<file path="src/rtl/fpdiv_pkg.sv">
// fpdiv_pkg: shared types and constants for the divider special-case controller
package fpdiv_pkg;

    typedef enum logic [1:0] {IDLE, CORE_WAIT, OUT_HOLD} state_e;

    typedef enum logic [2:0] {ZERO, SUB, NORM, INF, QNAN, SNAN} fpClass_e;

    function automatic logic [63:0] qnan(int expW, int manW);
        logic [63:0] q = '0;
        for (int i = 0; i < expW; i++) q[manW+i] = 1'b1;
        q[manW-1] = 1'b1;
        return q;
    endfunction

endpackage

</file>
<file path="src/rtl/fp_classify.sv">
// fp_classify: combinational operand class decode (sign excluded)
module fp_classify
    import fpdiv_pkg::*;
#(
    parameter int EXP_W = 8,
    parameter int MAN_W = 23,
    parameter bit DAZ   = 1'b1
) (
    input  logic [EXP_W+MAN_W-1:0] op,
    output fpClass_e               cls
);
    logic expOnes, expZero, manZero;
    assign expOnes = &op[MAN_W+:EXP_W];
    assign expZero = ~|op[MAN_W+:EXP_W];
    assign manZero = ~|op[MAN_W-1:0];
    assign cls = expOnes ? (manZero ? INF : (op[MAN_W-1] ? QNAN : SNAN)) :
                 expZero ? ((manZero || DAZ) ? ZERO : SUB) : NORM;
endmodule

</file>
<file path="src/rtl/fpdiv_special_ctrl.sv">
// fpdiv_special_ctrl: resolves special operands in one cycle, dispatches finite/finite
// divides to the iterative core and returns quotient plus flags over valid/ready.
module fpdiv_special_ctrl
    import fpdiv_pkg::*;
#(
    parameter int EXP_W = 8,
    parameter int MAN_W = 23,
    parameter bit DAZ   = 1'b1,
    localparam int W    = 1 + EXP_W + MAN_W
) (
    input  logic         clk,
    input  logic         rst_n,
    input  logic         in_valid,
    output logic         in_ready,
    input  logic [W-1:0] in_a,
    input  logic [W-1:0] in_b,
    output logic         core_start,
    output logic [W-1:0] core_a,
    output logic [W-1:0] core_b,
    input  logic         core_done,
    input  logic [W-1:0] core_result,
    output logic         out_valid,
    input  logic         out_ready,
    output logic [W-1:0] out_result,
    output logic         out_invalid,
    output logic         out_divzero
);
    localparam logic [W-1:0] qnanVal = W'(qnan(EXP_W, MAN_W));

    state_e   state;
    fpClass_e clsA, clsB;

    fp_classify #(.EXP_W(EXP_W), .MAN_W(MAN_W), .DAZ(DAZ)) uClsA (.op(in_a[W-2:0]), .cls(clsA));
    fp_classify #(.EXP_W(EXP_W), .MAN_W(MAN_W), .DAZ(DAZ)) uClsB (.op(in_b[W-2:0]), .cls(clsB));

    logic sgn, nanA, nanB, anyNan, anySnan, zeroA, zeroB, infA, infB, bothSame, special;
    logic [W-1:0] infVal, zeroVal, specResult;
    logic specInvalid, specDivzero;

    assign sgn      = in_a[W-1] ^ in_b[W-1];
    assign nanA     = clsA == QNAN || clsA == SNAN;
    assign nanB     = clsB == QNAN || clsB == SNAN;
    assign anyNan   = nanA || nanB;
    assign anySnan  = clsA == SNAN || clsB == SNAN;
    assign zeroA    = clsA == ZERO;
    assign zeroB    = clsB == ZERO;
    assign infA     = clsA == INF;
    assign infB     = clsB == INF;
    assign bothSame = (zeroA && zeroB) || (infA && infB);
    // Any zero, inf or NaN operand is resolved locally; only finite/finite reaches the core
    assign special  = anyNan || zeroA || zeroB || infA || infB;
    assign infVal   = {sgn, {EXP_W{1'b1}}, {MAN_W{1'b0}}};
    assign zeroVal  = {sgn, {(W-1){1'b0}}};

    assign specResult  = (anyNan || bothSame) ? qnanVal :
                         infA ? infVal : (infB || zeroA) ? zeroVal : infVal;
    assign specInvalid = anyNan ? anySnan : bothSame;
    assign specDivzero = !anyNan && !infA && !zeroA && zeroB;

    assign in_ready = state == IDLE;

    always_ff @(posedge clk or negedge rst_n) begin
        if (!rst_n) begin
            state       <= IDLE;
            core_start  <= 1'b0;
            core_a      <= '0;
            core_b      <= '0;
            out_valid   <= 1'b0;
            out_result  <= '0;
            out_invalid <= 1'b0;
            out_divzero <= 1'b0;
        end else begin
            core_start <= 1'b0;
            case (state)
                IDLE: if (in_valid) begin
                    if (special) begin
                        out_result  <= specResult;
                        out_invalid <= specInvalid;
                        out_divzero <= specDivzero;
                        out_valid   <= 1'b1;
                        state       <= OUT_HOLD;
                    end else begin
                        core_a     <= in_a;
                        core_b     <= in_b;
                        core_start <= 1'b1;
                        state      <= CORE_WAIT;
                    end
                end
                CORE_WAIT: if (core_done) begin
                    out_result  <= core_result;
                    out_invalid <= 1'b0;
                    out_divzero <= 1'b0;
                    out_valid   <= 1'b1;
                    state       <= OUT_HOLD;
                end
                OUT_HOLD: if (out_ready) begin
                    out_valid <= 1'b0;
                    state     <= IDLE;
                end
                default: state <= IDLE;
            endcase
        end
    end
endmodule

</file>
<file path="config.mk">
export PLATFORM = sky130hd
export DESIGN_NAME = fpdiv_special_ctrl
export DESIGN_NICKNAME = d
export VERILOG_FILES = /design/src/rtl/fpdiv_pkg.sv /design/src/rtl/fp_classify.sv /design/src/rtl/fpdiv_special_ctrl.sv
export SDC_FILE = /design/constraint.sdc
export NUM_CORES = 1
export LEC_CHECK = 0
export BUFFER_PORTS_ARGS = -buffer_cell sky130_fd_sc_hd__buf_2
export CORE_ASPECT_RATIO = 1.4
export CORE_MARGIN = 4
export CORE_UTILIZATION = 51
export CTS_BUF_LIST = sky130_fd_sc_hd__clkbuf_4 sky130_fd_sc_hd__clkbuf_8 sky130_fd_sc_hd__clkbuf_16
export DETAILED_ROUTE_END_ITERATION = 10
export GPL_TIMING_DRIVEN = 0
export MAX_ROUTING_LAYER = met4
export PLACE_DENSITY = 0.86
export SYNTH_ARGS = -nofsm -noshare
export SYNTH_HDL_FRONTEND = slang
export SYNTH_SLANG_ARGS = --single-unit
</file>
<file path="constraint.sdc">
create_clock -name clk -period 4 [get_ports clk]
set_input_delay 0.8 -clock clk [delete_from_list [all_inputs] [get_ports clk]]
set_output_delay 0.8 -clock clk [all_outputs]
set_load 0.05 [all_outputs]
</file>
* After elaboration in Yosys (flattened, before gate mapping)
Cells that the tools add are included.
Operators by class: eq/ne operators 12, multiplexer cells 36, bitwise gates (word level) 2, reduce and logical (&&, ||, !) cells 34
Operator list (number):
- 2-to-1 mux 32 bit | 4
- case mux 32 bit (2 select lines) | 1
- 2-to-1 mux 31 bit | 2
- OR reduction 23 bit | 2
- AND reduction 8 bit | 2
- OR reduction 8 bit | 2
- 2-to-1 mux 1 bit | 15
- equality test 3 bit (second input constant) | 4
- 2-to-1 mux 2 bit | 6
- 2-to-1 mux 3 bit | 4
- logical OR 1 bit | 11
- equality test 3 x 2 -> 1 bit (second input constant) | 2
- logical NOT 3 bit | 2
- inequality test 2 bit (second input constant) | 3
- case mux 2 bit (3 select lines) | 1
- AND reduction 3 bit | 2
- logical AND 1 bit | 5
- AND reduction 5 bit | 1
- case mux 1 bit (2 select lines) | 2
- AND reduction 4 bit | 1
- logical NOT 1 bit | 3
- case mux 1 bit (3 select lines) | 1
- nonzero test 3 bit | 1
- equality test 2 x 1 -> 1 bit (second input constant) | 1
- other kinds (6) | 6
Storage, ports and cells: register bits after elaboration 102, input port bits 101, output and inout port bits 101, logic and storage cells 92

* Longest topological paths before layout
Gate-level depths: netlist of the first run.
depth in word-level cells 13, gate-level depth with buffers 8, gate-level depth less buffers 6

* Hierarchy
From an unflattened synthesis of the first run, not the netlist that was laid out.
Second synthesis, totals: cell total of the unflattened synthesis 311, area total of the unflattened synthesis 4336.7 um2
Modules (own cells, without submodules):
- fpdiv_special_ctrl | times used 1, cells each 275, area each 4103.9 um2, seq. area each 2552.4 um2
- fp_classify | times used 2, cells each 18, area each 116.4 um2, seq. area each 0.0 um2

* Worst setup path after synthesis of the first run
Ideal clock, no wire load.
kind input-to-reg, start input port in_a[30], end register core_b[19], setup time 0.125 ns, data arrival time 2.362 ns, data required time 3.875 ns, slack 1.513 ns, stages on the path 7, path buffers 2, cell sequence nand4_1 -> nor2_1 -> or4b_4 -> nor3b_4 -> buf_6 -> buf_8 -> mux2_4
On the way: cells in the longest elaborated chain, start to end 12, elaborated cells on any way between the ends 16, classes of those cells eq/ne (3); mux (2); bitwise (1); reduce/logical (10)
Ends and longest elaborated chain:
- from (decl) | RTL line fpdiv_special_ctrl.sv:15 | input logic [W-1:0] in_a,
- OR reduction 8 bit | RTL line fp_classify.sv:14 | assign expZero = ~|op[MAN_W+:EXP_W];
- 2-to-1 mux 2 bit | RTL line fp_classify.sv:17 | expZero ? ((manZero || DAZ) ? ZERO : SUB) : NORM;
- 2-to-1 mux 3 bit (*) | RTL line fp_classify.sv:16 | assign cls = expOnes ? (manZero ? INF : (op[MAN_W-1] ? QNAN : SNAN)) :
- equality test 3 bit | RTL line fpdiv_special_ctrl.sv:41 | assign nanA = clsA == QNAN || clsA == SNAN;
- logical OR 1 bit | RTL line fpdiv_special_ctrl.sv:41
- logical OR 1 bit | RTL line fpdiv_special_ctrl.sv:43 | assign anyNan = nanA || nanB;
- logical OR 1 bit (2 in a row) | RTL line fpdiv_special_ctrl.sv:51 | assign special = anyNan || zeroA || zeroB || infA || infB;
- logical OR 1 bit (*) (2 in a row) | RTL line fpdiv_special_ctrl.sv:51
- inverter 1 bit (no line) (*)
- AND reduction 3 bit (no line) (*)
- to (signal assigned) | RTL line fpdiv_special_ctrl.sv:84 | core_b <= in_b;
- to (decl) | RTL line fpdiv_special_ctrl.sv:19 | output logic [W-1:0] core_b,
Every way passes the cells marked *; elsewhere a longest branch is shown, timed or not. A chain may end at the register's enable or synchronous reset.

* Worst setup path in the final report of the first run
start input port in_b[1], end register out_result[25]
On the way: cells in the longest elaborated chain, start to end 12, elaborated cells on any way between the ends 26, classes of those cells eq/ne (4); mux (8); reduce/logical (14)
Ends and longest elaborated chain:
- from (decl) | RTL line fpdiv_special_ctrl.sv:16 | input logic [W-1:0] in_b,
- OR reduction 23 bit (*) | RTL line fp_classify.sv:15 | assign manZero = ~|op[MAN_W-1:0];
- 2-to-1 mux 3 bit (*) (2 in a row) | RTL line fp_classify.sv:16
- branches (longest 9 deep; another with 2-to-1 mux 32 bit)
- to (signal assigned) | RTL line fpdiv_special_ctrl.sv:77 | out_result <= specResult;
- to (signal assigned) | RTL line fpdiv_special_ctrl.sv:90 | out_result <= core_result;
- to (decl) | RTL line fpdiv_special_ctrl.sv:24 | output logic [W-1:0] out_result,
Mark *: on every way between the ends. The select of a mux whose other input is x is not followed.

==> results of run 1 <==
worst min-delay path by stage:
stage                                     startpoint                          to  slack (ps)  cells past startpoint
final                                          rst_n      core_a[12]$_DFFE_PN0P_         460                      1
after global placement    out_result[21]$_DFFE_PN0P_  out_result[21]$_DFFE_PN0P_         450                      2
after CTS                  out_result[2]$_DFFE_PN0P_   out_result[2]$_DFFE_PN0P_         460                      2
after floorplan                                rst_n       core_a[0]$_DFFE_PN0P_         500                      0
after detailed placement   out_result[8]$_DFFE_PN0P_   out_result[8]$_DFFE_PN0P_         450                      2
after global routing      out_result[18]$_DFFE_PN0P_  out_result[18]$_DFFE_PN0P_         480                      2
per-layer routing:
| layer | GRT usage [%] | routed length, um |
|---|---|---|
| met5 | - | 0 |
| met4 | 9.75 | 246 |
| met3 | 3.78 | 740 |
| met2 | 40.3 | 6190 |
| met1 | 27.5 | 4460 |
flip-flops by register name, summed over array words and instances, names as in the netlist:
signal,flops
core_start,1
state,2
out_result,32
core_b,32
out_divzero,1
out_invalid,1
out_valid,1
core_a,32
cells by family (layout without fill, tap and decap cells):
kind of cell / count (synthesis) / after routing / share of synthesized area, %
xor gates and xnor gates: 1 / 1 / 0.198
AOI/OAI and AO/OA: 35 / 35 / 5.21
buffers and inverters: 19 / 233 / 3.40
and+or+nand+nor: 122 / 122 / 13.3
DFF: 102 / 102 / 57.8
muxes: 66 / 66 / 20.2
final cells by class:
cell class,instances,area share (%)
clock inverter,2,1.02
sequential,102,43.4
buffer,18,2.49
tap,102,2.17
clock buffer,10,4.06
inverter,1,0.0638
timing repair buffer,202,17.6
multi-input combinational,224,29.2
critical path, cell delays in order:
cell and delay, ps:
buf_2 110, nor4_1 410, nand4_1 240, nor2_1 320, o211ai_1 210, a2111oi_4 530, o21ai_0 190
metrics by stage:
stage	cells	setup slack [ps]
after global placement	648	1040
final	661	1350
after CTS	661	1320
after global routing	661	1250
after detailed placement	649	966
after floorplan	345	1510
layout by cell type (no fill, tap or decap), types with 2 or more instances in the layout:
master     count
a41o_1         2
and2_1         2
buf_12         3
buf_2        206
buf_4          2
bufinv_16      2
clkbuf_1       5
clkbuf_16      9
dfrtp_1      102
mux2_2        24
mux2_4        40
mux2i_1        2
nand2_1       60
nand2b_1       2
nand3_1       22
nand4_1        6
nor2_1         9
nor2b_1        2
nor3_1         2
nor4_1        10
o21ai_0       24
o21bai_1       2
o41ai_1        2
or4_1          4
==> out/results.ini, run 1 <==
[synthesis]
synth_seq_area_share_pct = 57.8
synth_common_cells = dfrtp_1, nand2_1, mux2_4
async_reset_ff_share_pct = 100
synth_area_leader_cell = dfrtp_1
synth_nets = 446
synth-main-ff-cell = dfrtp_1
syn_avg_cell_area_sq_um = 12.8
synthDistinctLibCells = 35
synth_edf_count = 0
synth-seq-cells = 102
synth_area_sq_um = 4420
synth.most_common_cell = dfrtp_1
synthCells = 345
yosysWarnings = 0
yosysTopAreaCellShare_pct = 57.8
ys_top_cells_by_area = dfrtp_1, mux2_4, mux2_2

[die]
dieArea_sq_um = 10200
core_sq_um = 8300
die_x_um = 86.7
ios = 202
rows = 39
dieHeight_um = 118
initial_core_util_pct = 53.3

[detailed_routing]
drcViolationCount = 0
finalWirelength_um = 11600
ant_nets = 0
drt-pass1-iter-count = 4
wl_per_cell_um = 17.6
vias_per_cell = 5.28
drtIter0Drc = 109
num_vias = 3490

[timing]
finalSetupTns_ps = 0
fmax_mhz = 378
skew_ps = 6.18
finalSetupViolations = 0
fin_crit_ps = 2650
period_share_pct = 66.1
slew_violations = 0
hold_slack_ps = 458
worst_slew_pin_slew_ps = 583
rsz0062_at_grt = no
relSlewSlack_pct = 61.1
finalHoldViolCount = 0

[clocking]
htree_num_levels = 3
cts_hold_buffers = 0
ctsResizeCount = 0
root_buffer = clkbuf_16
clk_pin_slew_ps = 60
clockBufferDepth = 2
cts_buffers = 9
cts.sinks = 102
clkLatencyLatePin_ps = 340
post_cts_buffers = 0
cts_tree = done

[layout]
final_util_pct = 70.9
multi_input_area_sq_um = 1720
nets = 659
area_growth_pct = 33.1
drive_gt1_share_pct = 52.6
fillers = 600
postLayoutCellArea_sq_um = 5880
area.sequential_sq_um = 2550
n_antenna_cell = 0

[grt]
grt_pass1_vias = 3609
grt_pass1_wl_um = 18300
grt_usage_pct = 23.7
overflow = 0
antenna_found_initial = 0
grt_max_degree = 58

[critical_path]
critPathMaxFanout = 8
path_class = input pin to flip-flop
cp-endpoint = out_result[25]$_DFFE_PN0P_
endpoint_kind = flip-flop
crit_path_start_kind = input pin
arrival_ps = 2840
reg2regPathDepth = 6
r2r_slack_ps = 1710
r2r-end = core_b[1]$_DFFE_PN0P_
startpoint = in_b[1]
reg2reg_from = state[0]$_DFFE_PN0P_
cp.required_ps = 4190

[placement]
gp_congestion = 0.802
port-buffer-count = 201
placed_area_sq_um = 5580
dp_hpwl_um = 9110

[flow_run]
max-cap-violations = 0

[outcome]
status = finished, final reports clean

[hold_path]
hold_path_class = input pin to async pin

Power of run 1 is left out: the tool's default activity adds up to more than one toggle a clock period on the data nets, which glitch-free logic cannot reach.
==> run 2: changes to the inputs <==
Settings changed: CORE_UTILIZATION 51 to 42, PLACE_DENSITY 0.86 to 0.76.
Clock period 4 ns to 2.28 ns, I/O delays scaled along.
==> out/results.ini, run 2 (same netlist as run 1, synthesis figures left out) <==
[timing]
slew_violations = 0  ; unchanged
finalHoldViolCount = 0  ; unchanged
fmax_mhz = 461
relSlewSlack_pct = 53.5  ; -7.6 points
fin_crit_ps = 2170
period_share_pct = 95.2
finalSetupTns_ps = 0  ; unchanged
finalSetupViolations = 0  ; unchanged
worst_slew_pin_slew_ps = 698  ; +115 ps
skew_ps = 9.80  ; +3.61 ps

[die]
ios = 202  ; unchanged
dieArea_sq_um = 12200  ; +20%
die_x_um = 94.7  ; +9.3%
initial_core_util_pct = 42.7  ; -11 points
core_sq_um = 10300  ; +25%
rows = 44  ; +13%
dieHeight_um = 129  ; +9.5%

[clocking]
clockBufferDepth = 2  ; unchanged
cts.sinks = 102  ; unchanged
clk_pin_slew_ps = 70  ; about the same
cts_tree = done
cts_hold_buffers = 0  ; unchanged
root_buffer = clkbuf_16
clkLatencyLatePin_ps = 340  ; about the same
cts_buffers = 9  ; unchanged
htree_num_levels = 3  ; unchanged

[layout]
area_growth_pct = 36.6
reg.largest.list = core_a: 32 flops, core_b: 32 flops, out_result: 32 flops
drive_gt1_share_pct = 53.7  ; +1.1 points
nets = 664  ; +0.76%
layout_common_cells = buf_2, dfrtp_1, nand2_1, mux2_4
mostFrequentLayoutCell = buf_2

[hold_path]
hold_path_class = input pin to async pin

[detailed_routing]
wl_per_cell_um = 16.8  ; -4.5%
ant_nets = 0  ; unchanged
finalWirelength_um = 11900  ; +2.1%
num_vias = 3567  ; +2.2%
vias_per_cell = 5.05  ; -4.4%
drtIter0Drc = 75  ; -31%
drt-pass1-iter-count = 4  ; unchanged
drcViolationCount = 0  ; unchanged

[placement]
dp_hpwl_um = 9090  ; -0.15%
port-buffer-count = 201  ; unchanged
gp_congestion = 0.808  ; +0.80%

[critical_path]
cp_slowest_cell = or4b_4
r2r_slack_ps = 110  ; -1600 ps
critPathMaxFanout = 10  ; +2
r2r-end = core_a[11]$_DFFE_PN0P_
cp_common_cell = buf_6
reg2reg_from = state[0]$_DFFE_PN0P_
reg2regPathDepth = 7  ; +1
crit_cells = 7  ; unchanged
path_buf_inv = 3  ; +2
path_class = flip-flop to flip-flop
cp.required_ps = 2500  ; -1690 ps
slowest_delay_ps = 510  ; -20 ps
crit_path_start_kind = flip-flop
startpoint = state[0]$_DFFE_PN0P_
crit_chain = buf_6, o21bai_1, or4b_4, nor3b_4, buf_6, buf_12, mux2_4
endpoint_kind = flip-flop
arrival_ps = 2390  ; -450 ps
cp-endpoint = core_a[11]$_DFFE_PN0P_
critPathTopFamily = simple AND/OR/NAND/NOR gates

[grt]
grt_usage_pct = 19.7  ; -4.0 points
overflow = 0  ; unchanged
grt_pass1_vias = 3697  ; +2.4%
antenna_found_initial = 1  ; +1
grt_max_degree = 54  ; -6.9%
grt_pass1_wl_um = 18100  ; -0.60%

[outcome]
status = finished, final reports clean

[flow_run]
max-cap-violations = 0  ; unchanged

[run 2: cell count changes in the layout (fill, tap and decap cells not counted), sizes merged]
cell	change
buf	+2
clkinvlp	+1
clkinv	+2
bufinv	-1
diode	+1
clkbuf	+5
[run 2: worst register-to-register path: cells and delay by family (launching register included)]
family                 cells  cell delay [ps]
AOI/OAI and AO/OA          1              140
buffers and inverters      3              490
DFF                        1              370
muxes                      1              310
and+or+nand+nor            2              750
[run 2: worst min-delay path by stage]
| stage | slack (ps) | depth (start not counted) | endpoint | start |
|---|---|---|---|---|
| 5_1_grt | 210 | 1 | core_a[0]$_DFFE_PN0P_ | rst_n |
| 6_report | 160 | 1 | core_a[0]$_DFFE_PN0P_ | rst_n |
| 2_1_floorplan | 160 | 0 | core_a[0]$_DFFE_PN0P_ | rst_n |
| 3_5_place_dp | 450 | 2 | out_result[6]$_DFFE_PN0P_ | out_result[6]$_DFFE_PN0P_ |
| 3_3_place_gp | 440 | 2 | out_result[7]$_DFFE_PN0P_ | out_result[7]$_DFFE_PN0P_ |
| 4_1_cts | 180 | 1 | core_a[3]$_DFFE_PN0P_ | rst_n |
[run 2: timing repair]
| action | CTS | global route |
|---|---|---|
| cloned | 0 | 1 |
| pin swaps | 1 | 2 |
| resized for setup | 1 | 5 |
| buffers inserted | 1 | 3 |
| setup endpoints to repair | 49 | 81 |
[run 2: cell type report]
cell class	instances	area, sq um
clock inverters	4	55.1
flip-flops and latches	102	2550
plain buffers	18	160
clock buffers	12	260
diodes	1	2.50
repair buffers	207	1100
well taps	138	173
inverters	1	3.75
multi-input cells	224	1720
fillers	904	4320
[run 2: per-stage QoR]
| stage | util [%] | setup slack [ps] | hold WS [ps] | instances | area [sq um] |
|---|---|---|---|---|---|
| final | 58.3 | 109 | 156 | 707 | 6030 |
| after global routing | 58.3 | -1.05 | 205 | 707 | 6030 |
| after CTS | 57.7 | -13.4 | 181 | 702 | 5970 |
| after detailed placement | 54.4 | -387 | 450 | 685 | 5630 |
| after global placement | 54.1 | -397 | 445 | 684 | 5600 |
| after floorplan | - | 137 | 160 | 345 | 4420 |
[run 2: routing by layer]
| layer | vias to the layer above | part of all wire, % | GRT usage, % |
|---|---|---|---|
| met5 | - | 0 | - |
| met4 | 0 | 2.4 | 7.99 |
| met3 | 20 | 7.0 | 4.01 |
| met2 | 137 | 52 | 34.6 |
| met1 | 1752 | 38 | 21.8 |
| li1 | 1658 | - | - |
Power of run 2 is left out for the same reason.
==> run 3: changes to the inputs <==
Settings changed: RECOVER_POWER set to 100.
==> out/results.ini, run 3 (same netlist as run 1, synthesis figures left out) <==
[outcome]
status = finished, final reports clean

[critical_path]
cp.required_ps = 2500  ; about the same
endpoint_kind = flip-flop
slowest_delay_ps = 510  ; about the same
critPathMaxFanout = 10  ; unchanged
cp_common_cell = buf_6
cp_slowest_cell = or4b_4
crit_path_start_kind = flip-flop
crit_chain = buf_6, o21bai_1, or4b_4, nor3b_4, buf_6, buf_12, mux2_4
path_buf_inv = 3  ; unchanged
path_class = flip-flop to flip-flop
critPathTopFamily = simple AND/OR/NAND/NOR gates
arrival_ps = 2390  ; about the same

[timing]
skew_ps = 8.50  ; -1.30 ps
finalWorstSetupSlack_ps = 109  ; +0.109 ps
period_share_pct = 95.2  ; about the same
rsz0062_at_grt = no
worst_slew_pin_slew_ps = 1310  ; +609 ps
fmax_mhz = 461  ; about the same
fin_crit_ps = 2170  ; -0.109 ps
finalSetupViolations = 0  ; unchanged
finalHoldViolCount = 0  ; unchanged
relSlewSlack_pct = 12.9  ; -41 points
slew_violations = 0  ; unchanged

[placement]
dp_hpwl_um = 9090  ; unchanged
port-buffer-count = 201  ; unchanged
gp_congestion = 0.808  ; unchanged
dp_cells = 685  ; unchanged
pre_cts_ws_ps = -387  ; unchanged

[grt]
grt_pass1_vias = 3697  ; unchanged
overflow = 0  ; unchanged
grt_pass1_wl_um = 18100  ; unchanged
grtUsageMet2_pct = 34.6  ; unchanged
top_usage_layer = met2
grt_use_met1_pct = 21.8  ; unchanged
antenna_found_initial = 1  ; unchanged
use_met3_pct = 4.01  ; unchanged
grt_max_degree = 54  ; unchanged
grt_usage_pct = 19.7  ; unchanged

[flow_run]
max-cap-violations = 0  ; unchanged

[clocking]
cts_buffers = 9  ; unchanged
root_buffer = clkbuf_16
clockBufferDepth = 2  ; unchanged
cts_hold_buffers = 0  ; unchanged
cts.sinks = 102  ; unchanged
cts_tree = done
clkLatencyLatePin_ps = 340  ; about the same
clk_pin_slew_ps = 60  ; about the same
htree_num_levels = 3  ; unchanged

[detailed_routing]
num_vias = 3553  ; -0.39%
drcViolationCount = 0  ; unchanged
finalWirelength_um = 11900  ; +0.29%
drtIter0Drc = 72  ; -4.0%
drt-pass1-iter-count = 4  ; unchanged
wl_per_cell_um = 16.9  ; +0.29%
ant_nets = 0  ; unchanged
vias_per_cell = 5.03  ; -0.39%

[layout]
drive_gt1_share_pct = 35.7  ; -18 points
fillers = 968  ; +7.1%
layout_common_cells = clkbuf_1, dfrtp_1, buf_2, nand2_1, mux2_4
reg.largest.list = core_a: 32 flops, core_b: 32 flops, out_result: 32 flops
layoutNonFillerInstCount = 707  ; unchanged
area_growth_pct = 33.2
mostFrequentLayoutCell = clkbuf_1
area.sequential_sq_um = 2550  ; unchanged
multi_input_area_sq_um = 1720  ; unchanged
nets = 664  ; unchanged

[die]
core_sq_um = 10300  ; unchanged
rows = 44  ; unchanged
dieHeight_um = 129  ; unchanged
ios = 202  ; unchanged
initial_core_util_pct = 42.7  ; unchanged
die_x_um = 94.7  ; unchanged
dieArea_sq_um = 12200  ; unchanged

[hold_path]
hold_path_class = input pin to flip-flop

## run 3: worst register-to-register path, cell delays in order, from the launching register on
cell and delay, ps:
dfrtp_1 370, buf_6 120, o21bai_1 140, or4b_4 510, nor3b_4 240, buf_6 210, buf_12 160, mux2_4 310
## run 3: area by class of cell
class / count / area share (%)
diodes: 1 / 0.0425
plain buffers: 18 / 2.72
clock buffers: 12 / 4.42
clock inverters: 4 / 0.936
inverters: 1 / 0.0638
multi-input cells: 224 / 29.3
flip-flops and latches: 102 / 43.4
well taps: 138 / 2.93
repair buffers: 207 / 16.2
## run 3: final timing paths
check	cells past startpoint	slack, ps	start	end
setup / recovery	7	110	state[0]$_DFFE_PN0P_	core_a[11]$_DFFE_PN0P_
hold / removal	2	320	core_done	state[0]$_DFFE_PN0P_
setup reg to reg	7	110	state[0]$_DFFE_PN0P_	core_a[11]$_DFFE_PN0P_
hold reg to reg	2	460	out_result[6]$_DFFE_PN0P_	out_result[6]$_DFFE_PN0P_
max in group asynchronous	2	450	rst_n	out_divzero$_DFFE_PN0P_
min in group asynchronous	1	400	rst_n	core_a[0]$_DFFE_PN0P_
## run 3: timing repair
item / in CTS / in global routing
resized for setup: 1 / 5
gates cloned: 0 / 1
buffers inserted: 1 / 3
pin swaps: 1 / 2
setup endpoints to repair: 49 / 81
## run 3: through the flow
step                      hold WS (ps)  utilization (%)  cell area (sq um)  TNS, ps
after floorplan                    160                -               4420        0
after global placement             445             54.1               5600   -41080
after detailed placement           450             54.4               5630   -17560
after CTS                          181             57.7               5970     -123
after global routing               323             56.9               5880        0
final                              318             56.9               5880        0
## run 3: layer usage
layer / wire [um] / up-vias
li1: - / 1655
met1: 4630 / 1745
met2: 6210 / 135
met3: 806 / 18
met4: 272 / 0
met5: 0 / -
Power of run 3 is left out for the same reason.
